`src/rtl/reg_file_sb.sv`:
```
// Register file with a write-through bypass, a per-register pending scoreboard for
// RAW hazard detection, and a saturating count of committed writes.
module reg_file_sb #(
    parameter int unsigned XLEN = 32,
    parameter int unsigned NREG = 32
) (
    input  logic            clk,
    input  logic            rst,
    input  logic            rf_we,
    input  logic [4:0]      rf_rd_addr,
    input  logic [XLEN-1:0] rf_rd_data,
    input  logic            wb_done,
    input  logic [4:0]      rs1_addr,
    input  logic [4:0]      rs2_addr,
    output logic [XLEN-1:0] rs1_data,
    output logic [XLEN-1:0] rs2_data,
    input  logic            issue_valid,
    input  logic [4:0]      issue_rd,
    output logic            rs1_busy,
    output logic            rs2_busy,
    output logic            stall,
    output logic [15:0]     wr_count
);

    logic [XLEN-1:0] regs_q [NREG];
    logic [NREG-1:0] pend_q, pend_d;
    logic [15:0]     wr_count_q, wr_count_d;

    logic wr_commit;
    logic wb_clear;
    logic issue_set;
    logic issue_pend;

    assign wr_commit = rf_we && (rf_rd_addr != '0);
    assign wb_clear  = wb_done && (rf_rd_addr != '0);

    always_comb begin
        rs1_data = '0;
        rs2_data = '0;
        if (rs1_addr != '0) begin
            rs1_data = (wr_commit && (rf_rd_addr == rs1_addr)) ? rf_rd_data : regs_q[rs1_addr];
        end
        if (rs2_addr != '0) begin
            rs2_data = (wr_commit && (rf_rd_addr == rs2_addr)) ? rf_rd_data : regs_q[rs2_addr];
        end
    end

    // A completing write-back to the same register resolves the hazard this cycle.
    always_comb begin
        rs1_busy   = pend_q[rs1_addr] && !(wb_done && (rf_rd_addr == rs1_addr));
        rs2_busy   = pend_q[rs2_addr] && !(wb_done && (rf_rd_addr == rs2_addr));
        issue_pend = pend_q[issue_rd] && !(wb_done && (rf_rd_addr == issue_rd));
        stall      = rs1_busy || rs2_busy || (issue_valid && issue_pend);
        issue_set  = issue_valid && (issue_rd != '0) && !stall;
    end

    // Set is applied after clear so that an issue wins over a same-register write-back.
    always_comb begin
        pend_d = pend_q;
        if (wb_clear) begin
            pend_d[rf_rd_addr] = 1'b0;
        end
        if (issue_set) begin
            pend_d[issue_rd] = 1'b1;
        end
        pend_d[0] = 1'b0;
    end

    always_comb begin
        wr_count_d = wr_count_q;
        if (wr_commit && (wr_count_q != 16'hFFFF)) begin
            wr_count_d = wr_count_q + 16'd1;
        end
    end

    always_ff @(posedge clk) begin
        if (rst) begin
            for (int unsigned i = 0; i < NREG; i++) begin
                regs_q[i] <= '0;
            end
            pend_q     <= '0;
            wr_count_q <= '0;
        end else begin
            if (wr_commit) begin
                regs_q[rf_rd_addr] <= rf_rd_data;
            end
            pend_q     <= pend_d;
            wr_count_q <= wr_count_d;
        end
    end

    assign wr_count = wr_count_q;

endmodule
```
`config.mk`:
```
export PLATFORM = sky130hd
export DESIGN_NAME = reg_file_sb
export DESIGN_NICKNAME = d
export VERILOG_FILES = /design/src/rtl/reg_file_sb.sv
export SDC_FILE = /design/constraint.sdc
export NUM_CORES = 2
export LEC_CHECK = 0
export CORE_MARGIN = 2
export CORE_UTILIZATION = 25
export CTS_CLUSTER_SIZE = 16
export DETAILED_ROUTE_END_ITERATION = 6
export MAX_ROUTING_LAYER = met4
export PLACE_DENSITY_LB_ADDON = 0.1
export SYNTH_ARGS = -nofsm -noshare
export SYNTH_HDL_FRONTEND = slang
export SYNTH_SLANG_ARGS = --single-unit
```
`constraint.sdc`:
```
create_clock -name clk -period 4.6 [get_ports clk]
set_input_delay 0.92 -clock clk [delete_from_list [all_inputs] [get_ports clk]]
set_output_delay 0.92 -clock clk [all_outputs]
set_load 0.01 [all_outputs]
```
# Word-level counts from Yosys, hierarchy flattened

Memories as Yosys holds them, arrays and structs flattened.
Index checks and enable logic that the tools add are counted.

Reduce and logical (&&, ||, !) cells: 27
Bitwise operators: 3
Multiplexer cells: 24
Div/mod/pow operators: 0
Multipliers: 0
Equality and inequality tests: 4
Order comparisons: 6
Shifts and indexed selects: 0
$add $sub $neg: 1

Operator list:

| operator              | count |
|---|---|
| $mux 32               | 7 |
| $and 32x32->32        | 1 |
| $not 32->32           | 1 |
| $or 32x32->32         | 1 |
| $reduce_or 32->1      | 1 |
| $lt 5x6->1 const B    | 4 |
| $reduce_bool 5->1     | 4 |
| $add 16x1->16 const B | 1 |
| $logic_and 1x1->1     | 16 |
| $ne 16x16->1 const B  | 1 |
| $bmux 1 s5            | 3 |
| $eq 5x5->1            | 3 |
| $mux 1                | 11 |
| $demux 1 s5           | 2 |
| $ge 5x1->1 const B    | 2 |
| $mux 5                | 1 |
| $logic_not 1->1       | 4 |
| $logic_or 1x1->1      | 2 |

Memories: 1
Input port bits: 57
Register bits after elaboration: 48
Output and inout port bits: 83
Bits in read-only memories: 0
Word-level logic and storage cells: 69
Bits in latches: 0
Memory bits (writable): 1024

Memory list:

| name   | depth | bits a word | rd ports | clocked after Yosys merged registers in | write ports | RTL line | text |
|---|---|---|---|---|---|---|---|
| regs_q | 32    | 32          | 2        | 0                                       | 32          | 25       | `logic [XLEN-1:0] regs_q [NREG];` |

# Logic depth before layout (Yosys ltp)

Word-level depth: 9
Depth in mapped cells: 11

# Worst setup path after synthesis

Ideal clock, no wire load.

Path kind: input to register
Start point: in rf_rd_addr[4]
End point: mem regs_q[16][0], enable pin
Data required time: 4.134 ns
Arrival: 4.216 ns
Setup slack: -0.082 ns
Setup time: 0.466 ns
Stages: 4
Path buffers: 2
Cell sequence: clkbuf_1 -> or3b_2 -> clkbuf_1 -> o21ai_0

RTL lines:

| element            | RTL line | text |
|---|---|---|
| start: declaration | 10       | `input logic [4:0] rf_rd_addr,` |
| end: declaration   | 25       |  |

# Worst setup path after layout

Start point: in rs1_addr[0]
End point: out rs1_data[0]

Longest elaborated chain between the ends: 4
Elaborated cells between the ends (all ways): 6
Those cells by class: eq/ne: 1; mux: 2; reduce/logical: 2; memory: 1

Ends and longest elaborated chain:

| element                                               | RTL line | text |
|---|---|---|
| start: declaration                                    | 13       | `input logic [4:0] rs1_addr,` |
| branches (longest 3 deep; another with $mem_v2 32x32) | --       |  |
| $mux 32 *                                             | 40       | `if (rs1_addr != '0) begin` |
| end: declaration                                      | 15       | `output logic [XLEN-1:0] rs1_data,` |

Mark *: on every way between the ends.

==> run metrics <==
layout cell share with drive strength beyond 1 0.3401; vias in the first global route 37,759; largest net degree at the start of global routing 44; Synth Instances 3,721; first drt pass iteration count 5; Root Driver clkbuf_16; DRC Markers 0; Syn Area/Cell 15.64 µm²; post-DR wirelength/cell 35.83 µm; prevailing post-synth register cell edfxtp_1; hold_buf cts 0; number of DRC markers in iteration 0 3,851; grt met1 use 0.2942; worst slack at placement -388.2 ps; failing checks negative setup slack; crit-path max FO 13; Area Growth Syn to Fin 22.84%; slew of the pin with the lowest slew margin 1096 ps; reg2reg end pend_q[31]$_SDFF_PP0_; FMAX 216.0 MHz; worst rel slew slack 0.2680; Fin Clk Skew 22.45 ps; CTS sink cnt 1,071; FF-to-FF setup slack 2170 ps; Setup crit start kind input port; cell with the most instances after synthesis edfxtp_1; data required time at the worst endpoint 3680 ps; outcome complete, but fails checks; initial antenna violation count 32; met3 Use GR 0.02826; grt ovf 0; WHS 529.6 ps; IO Port Bufs 139; post-synth top area cell edfxtp_1; hpwl dp 162,200 µm; vias 36,744; Synth cell types 53; Starting Density 0.2508; clock slew seen by the registers of the worst setup and hold paths 50 ps; Arr. time, crit path 3710 ps; gpl congestion 0.8005; H-Tree Depth 4; Die Area 236,700 µm²; Most Used Layer, Global Route met2; GRT Overall Usage 0.2247; vias per cell 5.085; Synthesis Warnings 0; Worst VDD drop 0.3807 mV; top-area cell type share of the netlist area 0.5283; Worst-Skew Late Latency 780 ps; P_leak 24.34 nW; power density over the cells 358.2 nW/µm²; Worst Slack Setup Final -28.93 ps; Core Rows 177; post-layout util 0.3080; HP Start wr_count[11]$_SDFFE_PP0P_; Synth top cells by count 1,024 x edfxtp_1, 996 x and2_1, 635 x mux4_2; crit end category output pin; sequential share of the synthesized area 0.5445; fraction of registers with async set/reset 0; final worst path period share 1.006; Total Power 0.02561 W; chip height 486.5 µm; hold-critical path endpoint wr_count[11]$_SDFFE_PP0P_; max-slew violation count 0; RSZ-0062 raised after global routing no; Max-Cap Viols 0; CTS tree done; R2R depth 8; antenna-violating nets left 0; hold depth 2; DRT Wirelength 258,900 µm; Min Clock Period, post-route 4629 ps; crit path from rs1_addr[0]; Clock Path Buffers 3; top post-synthesis cells by area edfxtp_1 53%, mux4_2 25%, and2_1 11%; final hold violations 0; Final setup viols 1; synthesized area 58,200 µm²; #FFs+latches synth 1,071; global-route wire length before repair 350,500 µm; total core area 232,100 µm²; number of synthesized flops with an enable pin 1,024; GRT met2 Usage 0.3663; CP Class in -> out; CTS buffer count 133; RR Startpoint pend_q[9]$_SDFF_PP0_; nets 4,128; num ports 140; chip width 486.5 µm; Worst Hold Class reg -> reg
## kinds of logic (layout without fill, tap and decap cells)
group / Yosys count / after routing / synth area share
AND/OR/NAND/NOR: 1252 / 1252 / 0.1270
flip-flops: 1071 / 1071 / 0.5445
multiplexers: 747 / 747 / 0.2651
buffers and inverters: 415 / 832 / 0.03124
AO/OA/AOI/OAI: 204 / 204 / 0.02741
XOR/XNOR: 30 / 30 / 0.004514
adder cells (fa/ha/maj): 1 / 1 / 0.0002149
other: 1 / 46 / 0.00006443
## through the flow
| stage | cells | instance area, µm² | setup TNS, ps |
|---|---|---|---|
| after floorplan | 3752 | 58320 | -17030 |
| after global placement | 6965 | 66950 | -4579 |
| after detailed placement | 6965 | 66950 | -3653 |
| after CTS | 7206 | 71290 | -90.90 |
| after global routing | 7215 | 71470 | 0 |
| final | 7226 | 71490 | -28.93 |
## layout by cell type (no fill, tap or decap), types with 9 or more instances in the layout
master	count
nor2_1	89
dlymetal6s2s_1	16
a211oi_1	71
clkinv_2	21
inv_6	9
xor2_1	18
clkbuf_16	138
clkdlybuf4s50_1	100
diode_2	14
nor3_1	14
clkinv_1	24
xnor2_1	12
dfxtp_1	47
nand3_1	12
and2_1	996
clkbuf_1	31
mux4_2	635
o211ai_1	29
a211oi_2	10
o31ai_2	30
buf_16	12
buf_12	92
edfxtp_1	1024
nor2b_1	20
mux2i_1	99
o21ai_4	31
nor2_4	32
buf_4	351
conb_1	32
dlygate4sd2_1	12
nand2_1	48
## state kept, by name, indices dropped and copies added, names as in the netlist
register  cells
regs_q     1024
pend_q       31
wr_count     16
## routing by layer
metal | part of all wire | wire, µm | vias to the layer above
met5 | 0 | 0 | -
met4 | 0.029 | 7561 | 0
met3 | 0.051 | 13310 | 288
met2 | 0.49 | 127100 | 1256
met1 | 0.43 | 110900 | 20056
li1 | - | - | 15144
## how the worst max path moves through the flow
stage | to | slack (ps) | cells past startpoint
after floorplan | regs_q[16][0]$_SDFFCE_PN0P_ | -80 | 4
after global placement | rs1_data[20] | -550 | 11
after detailed placement | rs1_data[29] | -390 | 8
after CTS | rs1_data[9] | -60 | 8
after global routing | rs1_data[0] | 0.3 | 10
final | rs1_data[0] | -30 | 10
## power breakdown
group          internal, W  total [W]  switching (W)  leakage, nW
sequential          0.0112     0.0115       0.000263         10.1
combinational      0.00179    0.00394        0.00215         12.2
clock              0.00575     0.0102        0.00446         1.99
total               0.0187     0.0256        0.00688         24.3
## critical path, stage by stage
cell             delay, ps
buf_8                  140
buf_12                 170
buf_4                  170
mux4_2                 330
a211oi_1                70
a211oi_1               790
a211oi_1               170
nor3_1                 220
buf_4                  150
clkdlybuf4s50_1        530
## what timing repair did
action	in CTS	in global routing
setup buffers	7	6
resized for setup	52	31
pin swaps	7	3
endpoints found under the setup margin	41	34
## layout make-up
| cell class | count | area [µm²] |
|---|---|---|
| Multi-Input combinational cell | 2266 | 25640 |
| Fill cell | 22649 | 160600 |
| Sequential cell | 1071 | 31690 |
| Antenna cell | 14 | 35.03 |
| Clock buffer | 171 | 3597 |
| Tap cell | 3043 | 3807 |
| Timing Repair Buffer | 594 | 6252 |
| Inverter | 4 | 16.27 |
| Clock inverter | 63 | 456.7 |
Note: power is estimated with default switching activity, not from simulation.
